`config.mk`:
```
export PLATFORM = sky130hd
export DESIGN_NAME = pb_debounce_capture_flat
export DESIGN_NICKNAME = d
export VERILOG_FILES = /design/src/rtl/pb_debounce_capture_if.sv /design/src/rtl/pb_debounce_capture.sv /design/src/flat_wrapper.sv
export SDC_FILE = /design/constraint.sdc
export NUM_CORES = 1
export LEC_CHECK = 0
export ABC_CLOCK_PERIOD_IN_PS = 4100
export BUFFER_PORTS_ARGS = -buffer_cell sky130_fd_sc_hd__clkbuf_2
export CORE_MARGIN = 3
export CORE_UTILIZATION = 57
export CTS_BUF_LIST = sky130_fd_sc_hd__clkbuf_8
export DETAILED_ROUTE_END_ITERATION = 8
export GPL_ROUTABILITY_DRIVEN = 0
export HOLD_SLACK_MARGIN = 0.08
export PLACE_DENSITY = 0.85
export RECOVER_POWER = 100
export SETUP_SLACK_MARGIN = 0.3
export SLEW_MARGIN = 20
export SYNTH_ARGS = -nofsm -noshare
export SYNTH_HDL_FRONTEND = slang
export SYNTH_SLANG_ARGS = --single-unit
```
`constraint.sdc`:
```
create_clock -name clk_clk -period 4.1 [get_ports clk_clk]
set_input_delay 0 -clock clk_clk [delete_from_list [all_inputs] [get_ports clk_clk]]
set_output_delay 0 -clock clk_clk [all_outputs]
set_load 0.02 [all_outputs]
```
`src/rtl/pb_debounce_capture_if.sv`:
```
// Pushbutton conditioning bus: raw pins and clear strobes in, debounced level,
// event pulses and sticky press flags out.
interface pb_debounce_capture_if #(
  parameter int NUM_BTN = 4
) ();
  logic [NUM_BTN-1:0] pb_n_in;
  logic [NUM_BTN-1:0] edge_clr;
  logic [NUM_BTN-1:0] db_n_out;
  logic [NUM_BTN-1:0] press_pulse;
  logic [NUM_BTN-1:0] release_pulse;
  logic [NUM_BTN-1:0] long_pulse;
  logic [NUM_BTN-1:0] edge_cap;

  // Board / software side: drives the pins and clear strobes, observes results.
  modport master (
    output pb_n_in,
    output edge_clr,
    input  db_n_out,
    input  press_pulse,
    input  release_pulse,
    input  long_pulse,
    input  edge_cap
  );

  // Conditioning block side.
  modport slave (
    input  pb_n_in,
    input  edge_clr,
    output db_n_out,
    output press_pulse,
    output release_pulse,
    output long_pulse,
    output edge_cap
  );
endinterface

```
`src/rtl/pb_debounce_capture.sv`:
```
// Per-channel pushbutton conditioner for the Nios II button PIO: two-flop
// synchronizer, counter debouncer, press/release pulses, long-press detect and
// a sticky press-capture flag cleared by a software strobe. The debounced bus
// keeps the active-low pin polarity (0 = pressed).
// The interface instance must be built with the same NUM_BTN as this module.
module pb_debounce_capture #(
  parameter int NUM_BTN         = 4,
  parameter int DEBOUNCE_CYCLES = 1000000,
  parameter int LONG_CYCLES     = 50000000,
  parameter int CNT_W           = 20,
  parameter int LCNT_W          = 26
) (
  input  logic                        clk_clk,
  input  logic                        reset_reset_n,
  pb_debounce_capture_if.slave        bus
);

  // Terminal counts: a level is accepted on the DEBOUNCE_CYCLES-th differing
  // sample, a long press fires on the LONG_CYCLES-th held cycle.
  localparam logic [CNT_W-1:0]  DEB_LAST  = CNT_W'(DEBOUNCE_CYCLES - 1);
  localparam logic [LCNT_W-1:0] LONG_LAST = LCNT_W'(LONG_CYCLES - 1);
  localparam logic [CNT_W-1:0]  CNT_ONE   = CNT_W'(1);
  localparam logic [LCNT_W-1:0] LCNT_ONE  = LCNT_W'(1);

  logic [NUM_BTN-1:0]             sync1_q, sync2_q;
  logic [NUM_BTN-1:0]             db_q, db_d;
  logic [NUM_BTN-1:0][CNT_W-1:0]  cnt_q, cnt_d;
  logic [NUM_BTN-1:0]             press_q, press_d;
  logic [NUM_BTN-1:0]             release_q, release_d;
  logic [NUM_BTN-1:0][LCNT_W-1:0] lcnt_q, lcnt_d;
  logic [NUM_BTN-1:0]             long_done_q, long_done_d;
  logic [NUM_BTN-1:0]             long_q, long_d;
  logic [NUM_BTN-1:0]             cap_q, cap_d;

  // Two-flop synchronizer; idles at released (all 1s) so a held button is re-qualified after reset.
  always_ff @(posedge clk_clk or negedge reset_reset_n) begin
    if (!reset_reset_n) begin
      sync1_q <= {NUM_BTN{1'b1}};
      sync2_q <= {NUM_BTN{1'b1}};
    end else begin
      sync1_q <= bus.pb_n_in;
      sync2_q <= sync1_q;
    end
  end

  // Next-state for debouncer, pulses, long-press tracking and press capture.
  always_comb begin
    db_d        = db_q;
    cnt_d       = cnt_q;
    press_d     = {NUM_BTN{1'b0}};
    release_d   = {NUM_BTN{1'b0}};
    lcnt_d      = lcnt_q;
    long_done_d = long_done_q;
    long_d      = {NUM_BTN{1'b0}};
    // A press pulse this cycle wins over a simultaneous clear.
    cap_d       = press_q | (cap_q & ~bus.edge_clr);

    for (int i = 0; i < NUM_BTN; i++) begin
      // Debounce: any sample matching the accepted level restarts qualification.
      if (sync2_q[i] == db_q[i]) begin
        cnt_d[i] = {CNT_W{1'b0}};
      end else if (cnt_q[i] == DEB_LAST) begin
        db_d[i]      = sync2_q[i];
        cnt_d[i]     = {CNT_W{1'b0}};
        press_d[i]   = ~sync2_q[i];
        release_d[i] = sync2_q[i];
      end else begin
        cnt_d[i] = cnt_q[i] + CNT_ONE;
      end

      // Long press: count held cycles, fire once, then hold until release.
      if (db_q[i]) begin
        lcnt_d[i]      = {LCNT_W{1'b0}};
        long_done_d[i] = 1'b0;
      end else if (!long_done_q[i]) begin
        if (lcnt_q[i] == LONG_LAST) begin
          long_d[i]      = 1'b1;
          long_done_d[i] = 1'b1;
        end else begin
          lcnt_d[i] = lcnt_q[i] + LCNT_ONE;
        end
      end else begin
        lcnt_d[i] = lcnt_q[i];
      end
    end
  end

  // Channel state and registered outputs.
  always_ff @(posedge clk_clk or negedge reset_reset_n) begin
    if (!reset_reset_n) begin
      db_q        <= {NUM_BTN{1'b1}};
      cnt_q       <= {(NUM_BTN*CNT_W){1'b0}};
      press_q     <= {NUM_BTN{1'b0}};
      release_q   <= {NUM_BTN{1'b0}};
      lcnt_q      <= {(NUM_BTN*LCNT_W){1'b0}};
      long_done_q <= {NUM_BTN{1'b0}};
      long_q      <= {NUM_BTN{1'b0}};
      cap_q       <= {NUM_BTN{1'b0}};
    end else begin
      db_q        <= db_d;
      cnt_q       <= cnt_d;
      press_q     <= press_d;
      release_q   <= release_d;
      lcnt_q      <= lcnt_d;
      long_done_q <= long_done_d;
      long_q      <= long_d;
      cap_q       <= cap_d;
    end
  end

  assign bus.db_n_out      = db_q;
  assign bus.press_pulse   = press_q;
  assign bus.release_pulse = release_q;
  assign bus.long_pulse    = long_q;
  assign bus.edge_cap      = cap_q;

endmodule

```
`src/flat_wrapper.sv`:
```
// flat-port wrapper written by rule: the top's interface ports become plain ports
module pb_debounce_capture_flat 
#(
  parameter int NUM_BTN         = 4,
  parameter int DEBOUNCE_CYCLES = 1000000,
  parameter int LONG_CYCLES     = 50000000,
  parameter int CNT_W           = 20,
  parameter int LCNT_W          = 26
)
  (clk_clk, reset_reset_n, bus_pb_n_in, bus_edge_clr, bus_db_n_out, bus_press_pulse, bus_release_pulse, bus_long_pulse, bus_edge_cap);
  pb_debounce_capture_if #(.NUM_BTN(NUM_BTN)) bus_i ();
  input  logic clk_clk;
  input  logic reset_reset_n;
  input wire logic [$bits(bus_i.pb_n_in)-1:0] bus_pb_n_in;
  input wire logic [$bits(bus_i.edge_clr)-1:0] bus_edge_clr;
  output wire logic [$bits(bus_i.db_n_out)-1:0] bus_db_n_out;
  output wire logic [$bits(bus_i.press_pulse)-1:0] bus_press_pulse;
  output wire logic [$bits(bus_i.release_pulse)-1:0] bus_release_pulse;
  output wire logic [$bits(bus_i.long_pulse)-1:0] bus_long_pulse;
  output wire logic [$bits(bus_i.edge_cap)-1:0] bus_edge_cap;
  assign bus_i.pb_n_in = bus_pb_n_in;
  assign bus_i.edge_clr = bus_edge_clr;
  assign bus_db_n_out = bus_i.db_n_out;
  assign bus_press_pulse = bus_i.press_pulse;
  assign bus_release_pulse = bus_i.release_pulse;
  assign bus_long_pulse = bus_i.long_pulse;
  assign bus_edge_cap = bus_i.edge_cap;
  pb_debounce_capture #(.NUM_BTN(NUM_BTN), .DEBOUNCE_CYCLES(DEBOUNCE_CYCLES), .LONG_CYCLES(LONG_CYCLES), .CNT_W(CNT_W), .LCNT_W(LCNT_W)) u_core (.clk_clk(clk_clk), .reset_reset_n(reset_reset_n), .bus(bus_i));
endmodule
```
==> run summary, run 1 <==
outcome = complete, but fails checks
failing checks = capacitance limit, slew limit
CTS tree = built
largest net degree at the start of global routing = 111
setup bufs post-CTS = 0
most frequent cells in the layout = 204 x dfrtp_1, 162 x nor2_1, 73 x xor2_1
Finish-stage setup viols = 0
DRC Markers = 0
critical path type = register to register
WHS = 0.119 ns
Synth Area per Inst = 9.96 µm²
post-place instance area = 0.0109 mm²
Pre-antenna DRT Iters = 5
GRT Util Overall = 19.8%
total power = 4.30 mW
HPWL after detailed placement = 12400 µm
routed vias = 7851
Min Clock Period, post-route = 3.00 ns
Post-synth ARST share = 100%
Yosys top cell area share = 48.3%
worst slew pin tran = 2.55 ns
crit-path cells = nor2_1 -> nand4_1 -> o21ai_0 -> or4_1 -> a21oi_1
syn nets = 1079
Post-synth EDFFs = 0
Seq/Total Area, Yosys = 51.3%
setup slack, reg-to-reg = 1.10 ns
Critical Path Fanout Max = 35
Pint = 3.38 mW
arrival time at the worst endpoint = 3.44 ns
Startpoint Class = register
Yosys warning count = 0
# clock sinks = 216
hold crit path type = input port to register
die extent in x = 142 µm
antenna viol nets, final = 0
1st-iter DRT viols = 518
number of global-route vias before repair = 7688
Clock Power Share = 47.8%
switching part of the total = 21.4%
post-CTS resize count = 0
# H-tree levels = 2
full die area = 0.0202 mm²
post-synth cell types = 62
RSZ-0062 raised after global routing = false
Leakage = 4.98 nW
largest cells by area after synthesis = dfrtp_1 48%, xor2_1 6.0%, nor2_1 5.7%
clk_lat worst skew = 0.52 ns
crit-path max cell delay = 1.22 ns
CP max-delay cell = dfstp_1
TritonCTS Buffers = 36
post-DR vias/cell = 5.76
Yosys top cell by area = dfrtp_1
initial core utilization = 58.5%
fin area = 0.0117 mm²
core box area = 0.0181 mm²
CP Capture Type = register
Top FF cell, synth = dfrtp_1
Setup Skew = 0.0164 ns
Post-Synthesis Cells = 1061
hold-fix buffers at CTS = 11
Root Buffer = clkbuf_8
Peak supply drop = 0.258 mV
Synth Cell Area = 0.0106 mm²
NumNets Final = 1125
I/O Pins = 30
relative slew slack = -70.3%
crit path launch = u_core.bus.db_n_out[2]$_DFFE_PN1P_
most common cell after layout, fill and taps aside = dfrtp_1
reg-to-reg endpoint = u_core.lcnt_q[65]$_DFFE_PN0P_
Tcrit/Tclk final = 73.2%
Hold Path End = u_core.sync1_q[0]$_DFF_PN1_
flops & latches, synth = 216
first-pass GRT wire length = 34500 µm
Gate power share = 2.0%
Antenna diodes = 0
share of layout cells above drive strength 1 = 8.64%
Slew Viols, Final = 125
Core Rows = 49
drt total wl = 19600 µm
Worst Reg-to-Reg Cells = 5
Max-cap violations = 2
initial antenna violation count = 0
CP required = 4.53 ns
DR WL/cell = 14.4 µm
Final Hold Fails = 0
TNS Setup = 0 ns
Reg clk slew, reported paths = 0.06 ns
area grow syn2layout = 10.7%
GR Overflow Total = 0
Cell Pwr Density = 368 mW/mm²
switching power = 0.919 mW
register share of total power = 50.3%
I/O Buffers = 29
hold path depth = 2
highest clock rate = 333 MHz
Die H = 142 µm
Crit Reg-Reg Startpoint = u_core.bus.db_n_out[2]$_DFFE_PN1P_
Max clock buf depth = 3
Hold Path Origin = bus_pb_n_in[0]
worst max-delay path by stage:
| stage | end | slack [ns] | cells past startpoint |
|---|---|---|---|
| after floorplan | u_core.lcnt_q[25]$_DFFE_PN0P_ | 2.06 | 5 |
| after global placement | u_core.lcnt_q[25]$_DFFE_PN0P_ | 1.71 | 5 |
| after detailed placement | u_core.lcnt_q[25]$_DFFE_PN0P_ | 1.65 | 5 |
| after CTS | u_core.lcnt_q[25]$_DFFE_PN0P_ | 1.64 | 5 |
| after global routing | u_core.lcnt_q[65]$_DFFE_PN0P_ | 0.81 | 5 |
| final | u_core.lcnt_q[65]$_DFFE_PN0P_ | 1.10 | 5 |
power groups by stage:
stage                     sequential [mW]  clock, mW  combinational [mW]
after floorplan                      2.20          0              0.0282
after global placement               2.20          0              0.0816
after detailed placement             2.20          0              0.0830
after CTS                            2.16       2.12              0.0911
after global routing                 2.16       2.23               0.101
final                                2.16       2.06              0.0857
flip-flops by register name, indices dropped and copies added, names as in the netlist:
signal and flops:
u_core.lcnt_q 104, u_core.cnt_q 80, u_core.bus.db_n_out 4, u_core.bus.edge_cap 4, u_core.bus.long_pulse 4, u_core.bus.press_pulse 4
u_core.bus.release_pulse 4, u_core.long_done_q 4, u_core.sync1_q 4, u_core.sync2_q 4
cell families (layout without fill, tap and decap cells):
logic type | Yosys count | after routing | share of synthesized area, %
and+or+nand+nor | 552 | 552 | 28.6
DFF | 216 | 216 | 51.3
xor gates and xnor gates | 130 | 130 | 10.8
AOI/OAI and AO/OA | 90 | 90 | 5.27
buffers and inverters | 56 | 129 | 2.15
muxes | 9 | 9 | 1.02
adders and majority gates | 8 | 8 | 0.947
critical path, delay by kind of cell (launching register included):
kind             cells  cell delay [ns]
AND/OR/NAND/NOR      3             1.04
flip-flops           1             1.22
AO/OA/AOI/OAI        2             0.64
routing by layer:
layer / GRT usage, % / vias up / part of all wire, %
li1: - / 3853 / -
met3: 3.80 / 28 / 4.1
met5: 0 / - / 0
met2: 32.4 / 168 / 48
met4: 7.17 / 0 / 1.7
met1: 26.6 / 3802 / 46
through the flow:
stage	cells	util (%)	worst slack (ns)
5_1_grt	1363	64.7	0.814
3_5_place_dp	1287	60.2	1.65
4_1_cts	1363	65.3	1.64
6_report	1363	64.7	1.10
3_3_place_gp	1287	60.2	1.71
2_1_floorplan	1061	-	2.06
cell usage after synthesis (10+ instances only):
| library cell | count |
|---|---|
| and4_1 | 10 |
| nor3b_1 | 10 |
| inv_1 | 23 |
| nor4b_1 | 15 |
| xnor2_1 | 57 |
| and3_1 | 23 |
| nand3_1 | 63 |
| nor4_1 | 26 |
| nor2_1 | 161 |
| nor3_1 | 32 |
| o21ai_0 | 24 |
| o31ai_1 | 12 |
| or3_1 | 21 |
| xor2_1 | 73 |
| clkbuf_1 | 22 |
| nand2_1 | 71 |
| dfstp_2 | 12 |
| dfrtp_1 | 204 |
| nand4_1 | 44 |
| a21oi_1 | 32 |
| or4_1 | 17 |
cell type report:
type,instances,area (µm²)
tap,229,287
clock buffer,43,592
fill,1410,6390
inverter,23,86.3
multi-input combinational,789,4860
sequential,216,5420
clock inverter,22,206
timing repair buffer,41,251
(Power assumes the default switching activity.)
==> inputs of run 2 (changes only) <==
--- a/config.mk
+++ b/config.mk
@@ -5,7 +5,7 @@
 export SDC_FILE = /design/constraint.sdc
 export NUM_CORES = 1
 export LEC_CHECK = 0
-export ABC_CLOCK_PERIOD_IN_PS = 4100
+export ABC_CLOCK_PERIOD_IN_PS = 2400
 export BUFFER_PORTS_ARGS = -buffer_cell sky130_fd_sc_hd__clkbuf_2
 export CORE_MARGIN = 3
 export CORE_UTILIZATION = 57
@@ -13,7 +13,7 @@
 export DETAILED_ROUTE_END_ITERATION = 8
 export GPL_ROUTABILITY_DRIVEN = 0
 export HOLD_SLACK_MARGIN = 0.08
-export PLACE_DENSITY = 0.85
+export PLACE_DENSITY = 0.88
 export RECOVER_POWER = 100
 export SETUP_SLACK_MARGIN = 0.3
 export SLEW_MARGIN = 20
==> constraint.sdc (replaced) <==
create_clock -name clk_clk -period 2.4 [get_ports clk_clk]
set_input_delay 0 -clock clk_clk [delete_from_list [all_inputs] [get_ports clk_clk]]
set_output_delay 0 -clock clk_clk [all_outputs]
set_load 0.02 [all_outputs]
==> run 2 against run 1 <==
The run now ends clean. Die area stayed put. Count of clock-buffer cells in the layout rose by 8. Clock skew up 0.010 ns. Largest cell class unchanged. Combinational power up 95%. Clock power is 75% higher. Power grew 73%. Sequential cell count unchanged. Fmax up 38%. Critical path depth stayed put. Sequential share of layout area decreased by 1.2 points. Critical endpoint is now u_core.lcnt_q[0]$_DFFE_PN0P_.
==> run summary, run 2 (synthesized netlist as in run 1, its figures left out) <==
# H-tree levels = 2 (unchanged)
switching part of the total = 21.7% (+0.33 points)
Clock Power Share = 48.2% (+0.4 points)
drt total wl = 21200 µm (+8.1%)
Util after Layout = 66.4% (+1.7 points)
largest delay contributor family on the critical path = simple AND/OR/NAND/NOR gates
initial antenna violation count = 0 (unchanged)
Antenna diodes = 0 (unchanged)
highest clock rate = 461 MHz (+38%)
arrival time at the worst endpoint = 2.57 ns (-0.87 ns)
hold path depth = 2 (unchanged)
max FFs per register = 104 (unchanged)
Cell Pwr Density = 621 mW/mm² (+69%)
post-DR vias/cell = 5.87 (+2.0%)
M1 wire length = 9540 µm (+6.0%)
routed wl met2 = 10300 µm (+8.8%)
Root Buffer = clkbuf_8
Leakage = 5.17 nW (+3.9%)
DRC Markers = 0 (unchanged)
Most flops, register = u_core.lcnt_q
Startpoint Class = register
Slew Viols, Final = 0 (-100%)
routed vias = 8219 (+4.7%)
critical path type = register to register
antenna viol nets, final = 0 (unchanged)
share of layout cells above drive strength 1 = 12.0% (+3.3 points)
DR WL/cell = 15.2 µm (+5.3%)
highest metal used = met4
# clock sinks = 216 (unchanged)
crit-path cells = or4b_1 -> nor4_4 -> and3_1 -> nor2_4 -> mux2_1
switching power = 1.62 mW (+76%)
number of global-route vias before repair = 7992 (+4.0%)
clk_lat worst skew = 0.53 ns (about the same)
Final Hold Fails = 0 (unchanged)
outcome = finished clean
Critical Path Fanout Max = 6 (-83%)
initial core utilization = 58.5% (unchanged)
Pint = 5.84 mW (+73%)
full die area = 0.0202 mm² (unchanged)
GRT Util Overall = 21.3% (+1.5 points)
Gate power share = 2.2% (+0.2 points)
CP Capture Type = register
CP required = 2.80 ns (-1.73 ns)
most common cell after layout, fill and taps aside = dfrtp_1
metal3 WL = 940 µm (+18%)
NumNets Final = 1160 (+3.1%)
die extent in x = 142 µm (unchanged)
largest net degree at the start of global routing = 60 (-46%)
GR Overflow Total = 0 (unchanged)
1st-iter DRT viols = 711 (+37%)
Reg clk slew, reported paths = 0.06 ns (about the same)
Worst Reg-to-Reg Cells = 5 (unchanged)
Core Rows = 49 (unchanged)
RSZ-0062 raised after global routing = true
register share of total power = 49.5% (-0.8 points)
Tcrit/Tclk final = 90.4% (+17 points)
TNS Setup = 0 ns (unchanged)
WP depth = 5 (unchanged)
area grow syn2layout = 13.6%
Max-cap violations = 0 (-2)
CP max-delay cell = or4b_1
relative slew slack = 14.0% (+84 points)
TritonCTS Buffers = 37 (+2.8%)
core box area = 0.0181 mm² (unchanged)
Filler Cell Count = 1333 (-5.5%)
HPWL after detailed placement = 13400 µm (+8.4%)
total power = 7.46 mW (+73%)
Max clock buf depth = 3 (unchanged)
CTS tree = built
pre-CTS setup slack = 0.215 ns (-1.43 ns)
WP buf/inv = 0 (unchanged)
most frequent cells in the layout = 202 x dfrtp_1, 161 x nor2_1, 73 x xor2_1
final setup margin = 0.230 ns (-0.867 ns)
Min Clock Period, post-route = 2.17 ns (-0.833 ns)
worst slew pin tran = 1.29 ns (-1.26 ns)
I/O Pins = 30 (unchanged)
Peak supply drop = 0.385 mV (+49%)
Finish-stage setup viols = 0 (unchanged)
Setup Skew = 0.0263 ns (+0.00999 ns)
I/O Buffers = 29 (unchanged)
Pre-antenna DRT Iters = 5 (unchanged)
crit-path max cell delay = 0.62 ns (-0.60 ns)
largest registers = u_core.lcnt_q (104), u_core.cnt_q (80)
first-pass GRT wire length = 36500 µm (+5.9%)
hold crit path type = input port to register
Die H = 142 µm (unchanged)
-- run 2: cell types whose count changed in the layout (fill, tap and decap cells not counted), sizes merged --
| cell | previous run | this run |
|---|---|---|
| clkinvlp | 3 | 1 |
| clkbuf | 72 | 94 |
| inv | 32 | 26 |
| bufinv | 4 | 2 |
| buf | 1 | 21 |
| clkinv | 6 | 10 |
-- run 2: path summary, 6_finish.rpt --
check,from,end,slack [ns]
setup / recovery,u_core.lcnt_q[16]$_DFFE_PN0P_,u_core.lcnt_q[0]$_DFFE_PN0P_,0.23
hold / removal,bus_pb_n_in[0],u_core.sync1_q[0]$_DFF_PN1_,0.10
setup reg to reg,u_core.lcnt_q[16]$_DFFE_PN0P_,u_core.lcnt_q[0]$_DFFE_PN0P_,0.23
hold reg to reg,u_core.sync1_q[3]$_DFF_PN1_,u_core.sync2_q[3]$_DFF_PN1_,0.35
max in group asynchronous,reset_reset_n,u_core.sync2_q[2]$_DFF_PN1_,0.51
min in group asynchronous,reset_reset_n,u_core.lcnt_q[75]$_DFFE_PN0P_,0.86
-- run 2: what timing repair did --
item,4_1_cts,5_1_grt
setup endpoints to repair,4,20
pin swaps,0,6
resized for setup,2,11
hold buffers,12,0
buffers inserted,0,7
endpoints found under the hold margin,216,0
-- run 2: worst register-to-register path: cells and delay by family, from the launching register on --
family / cells / cell delay (ns)
AND/OR/NAND/NOR: 4 / 1.30
multiplexers: 1 / 0.31
flip-flops: 1 / 0.44
-- run 2: per-layer routing --
layer  up-vias  global-route usage (%)
met5         -                       0
met4         0                    7.02
met3        41                    4.10
met2       226                    35.1
met1      4023                    28.6
li1       3929                       -
-- run 2: layout make-up --
| class | instances | area [µm²] | area share (%) |
|---|---|---|---|
| clock buffers | 51 | 702 | 5.84 |
| clock inverters | 16 | 129 | 1.07 |
| well taps | 229 | 287 | 2.39 |
| inverters | 23 | 86.3 | 0.719 |
| flip-flops and latches | 216 | 5420 | 45.1 |
| repair buffers | 75 | 495 | 4.13 |
| multi-input cells | 789 | 4890 | 40.7 |
-- run 2: power by group through the flow --
stage	registers (mW)	clock network (mW)	logic [mW]
finish	3.69	3.60	0.167
global route	3.70	3.85	0.194
CTS	3.69	3.68	0.179
detailed placement	3.76	0	0.157
global placement	3.76	0	0.153
floorplan	3.75	0	0.0482
-- run 2: through the flow --
stage	hold WS [ns]	instance area (µm²)	instances
final	0.105	12000	1399
after global routing	0.0998	12000	1399
after CTS	0.0824	12100	1392
after detailed placement	0.0229	11100	1313
after global placement	0.0195	11100	1313
after floorplan	-0.296	10600	1061
==> inputs of run 3 (changes only) <==
--- a/config.mk
+++ b/config.mk
@@ -7,12 +7,12 @@
 export LEC_CHECK = 0
 export ABC_CLOCK_PERIOD_IN_PS = 2400
 export BUFFER_PORTS_ARGS = -buffer_cell sky130_fd_sc_hd__clkbuf_2
-export CORE_MARGIN = 3
 export CORE_UTILIZATION = 57
 export CTS_BUF_LIST = sky130_fd_sc_hd__clkbuf_8
 export DETAILED_ROUTE_END_ITERATION = 8
 export GPL_ROUTABILITY_DRIVEN = 0
 export HOLD_SLACK_MARGIN = 0.08
+export MAX_ROUTING_LAYER = met4
 export PLACE_DENSITY = 0.88
 export RECOVER_POWER = 100
 export SETUP_SLACK_MARGIN = 0.3
@@ -20,3 +20,4 @@
 export SYNTH_ARGS = -nofsm -noshare
 export SYNTH_HDL_FRONTEND = slang
 export SYNTH_SLANG_ARGS = --single-unit
+export TNS_END_PERCENT = 1
==> run 3 against run 2 <==
Via count is 0.67% lower. Sequential power about the same. Non-clock buffer count is 1 lower. Critical path type unchanged. Critical endpoint unchanged. Largest cell class unchanged.
==> run summary, run 3 (synthesized netlist as in run 1, its figures left out) <==
share of layout cells above drive strength 1 = 11.3% (-0.68 points)
TritonCTS Buffers = 37 (unchanged)
1st-iter DRT viols = 545 (-23%)
Cell Pwr Density = 608 mW/mm² (-2.0%)
largest net degree at the start of global routing = 82 (+37%)
die extent in x = 138 µm (-2.8%)
highest clock rate = 453 MHz (-1.7%)
NumNets Final = 1159 (-0.086%)
relative slew slack = 25.5% (+11 points)
most common cell after layout, fill and taps aside = dfrtp_1
Slew Viols, Final = 0 (unchanged)
first-pass GRT wire length = 36400 µm (-0.49%)
Min Clock Period, post-route = 2.21 ns (+0.0372 ns)
WP depth = 5 (unchanged)
DRC Markers = 0 (unchanged)
HPWL after detailed placement = 13400 µm (+0.25%)
antenna viol nets, final = 0 (unchanged)
WP buf/inv = 0 (unchanged)
CP max-delay cell = or4b_1
routed wl met2 = 10400 µm (+0.31%)
Leakage = 5.17 nW (about the same)
hold crit path type = input port to register
setup slack, reg-to-reg = 0.19 ns (-0.04 ns)
Die H = 138 µm (-2.8%)
Seq. cell area = 0.00542 mm² (about the same)
arrival time at the worst endpoint = 2.61 ns (+0.04 ns)
max FFs per register = 104 (unchanged)
CP required = 2.80 ns (about the same)
full die area = 0.0191 mm² (-5.5%)
number of global-route vias before repair = 8064 (+0.90%)
GRT Util Overall = 23.2% (+2.0 points)
area grow syn2layout = 13.0%
metal3 WL = 683 µm (-27%)
TNS Setup = 0 ns (unchanged)
crit path capture = u_core.lcnt_q[0]$_DFFE_PN0P_
multi-input logic area = 0.00491 mm² (+0.33%)
Filler Cell Count = 1383 (+3.8%)
core box area = 0.0181 mm² (unchanged)
largest delay contributor family on the critical path = simple AND/OR/NAND/NOR gates
drt total wl = 20900 µm (-1.3%)
crit path launch = u_core.lcnt_q[16]$_DFFE_PN0P_
Hold Path Origin = bus_pb_n_in[1]
Crit Reg-Reg Startpoint = u_core.lcnt_q[16]$_DFFE_PN0P_
DR WL/cell = 15.0 µm (-1.3%)
# clock sinks = 216 (unchanged)
largest registers = u_core.lcnt_q (104), u_core.cnt_q (80)
Finish-stage setup viols = 0 (unchanged)
GR Overflow Total = 0 (unchanged)
Startpoint Class = register
Final Hold Fails = 0 (unchanged)
Core Rows = 49 (unchanged)
clk_lat worst skew = 0.53 ns (about the same)
Peak supply drop = 0.498 mV (+29%)
M1 wire length = 9390 µm (-1.6%)
Max-cap violations = 0 (unchanged)
I/O Pins = 30 (unchanged)
CTS tree = built
RSZ-0062 raised after global routing = true
initial core utilization = 58.5% (unchanged)
Tcrit/Tclk final = 92.0% (+1.5 points)
Antenna diodes = 0 (unchanged)
outcome = finished clean
routed vias = 8164 (-0.67%)
worst slew pin tran = 1.12 ns (-0.172 ns)
initial antenna violation count = 0 (unchanged)
post-DR vias/cell = 5.84 (-0.67%)
crit-path cells = or4b_1 -> nor4_4 -> and3_1 -> nor2_4 -> mux2_4
reg-to-reg endpoint = u_core.lcnt_q[0]$_DFFE_PN0P_
I/O Buffers = 29 (unchanged)
# H-tree levels = 2 (unchanged)
Worst Reg-to-Reg Cells = 5 (unchanged)
Setup Skew = 0.0171 ns (-0.00929 ns)
Pre-antenna DRT Iters = 5 (unchanged)
Most flops, register = u_core.lcnt_q
Max clock buf depth = 3 (unchanged)
highest metal used = met4
CP Capture Type = register
crit-path max cell delay = 0.61 ns (about the same)
Critical Path Fanout Max = 7 (+1)
critical path type = register to register
Reg clk slew, reported paths = 0.06 ns (about the same)
most frequent cells in the layout = 204 x dfrtp_1, 161 x nor2_1, 73 x xor2_1
Root Buffer = clkbuf_8
total power = 7.27 mW (-2.6%)
[run 3: report_power, final]
part	leakage (nW)	internal, mW	switching (mW)
sequential	2.91	3.67	0.0239
combinational	1.82	0.0434	0.111
clock	0.446	1.96	1.46
total	5.17	5.67	1.60
[run 3: how the worst min path moves through the flow]
stage                     cells after the start                               end  slack (ns)
after global routing                          2       u_core.sync1_q[1]$_DFF_PN1_         0.1
after floorplan                               0  u_core.bus.edge_cap[0]$_DFF_PN0_       -0.30
after CTS                                     2       u_core.sync1_q[2]$_DFF_PN1_        0.08
after global placement                        1     u_core.lcnt_q[79]$_DFFE_PN0P_        0.01
final                                         2       u_core.sync1_q[1]$_DFF_PN1_        0.11
after detailed placement                      1     u_core.lcnt_q[79]$_DFFE_PN0P_        0.01
[run 3: timing repair]
item | 4_1_cts | 5_1_grt
endpoints found under the setup margin | 5 | 44
setup buffers | 2 | 5
endpoints found under the hold margin | 215 | 0
hold buffers | 10 | 0
gates cloned | 0 | 0
pin swaps | 1 | 2
resized for setup | 1 | 9
[run 3: cell type report]
type,count,share of cell area (%)
tap,229,2.40
clock inverter,15,0.566
timing repair buffer,74,3.75
inverter,23,0.723
clock buffer,53,6.11
sequential,216,45.4
multi-input combinational,789,41.1
[run 3: routing by layer]
layer,vias up,track usage (%)
li1,3932,-
met1,4031,28.7
met2,153,38.6
met3,48,3.50
met4,0,9.46
met5,-,-
[run 3: stage by stage]
stage	cell area [µm²]	instances	hold slack [ns]	util (%)	setup slack [ns]
after floorplan	10600	1061	-0.296	-	0.364
after global placement	11100	1314	0.0126	61.3	0.262
after detailed placement	11100	1314	0.0108	61.3	0.172
after CTS	12000	1394	0.0831	66.4	0.260
after global routing	11900	1399	0.0969	66.0	0.124
final	11900	1399	0.113	66.0	0.193
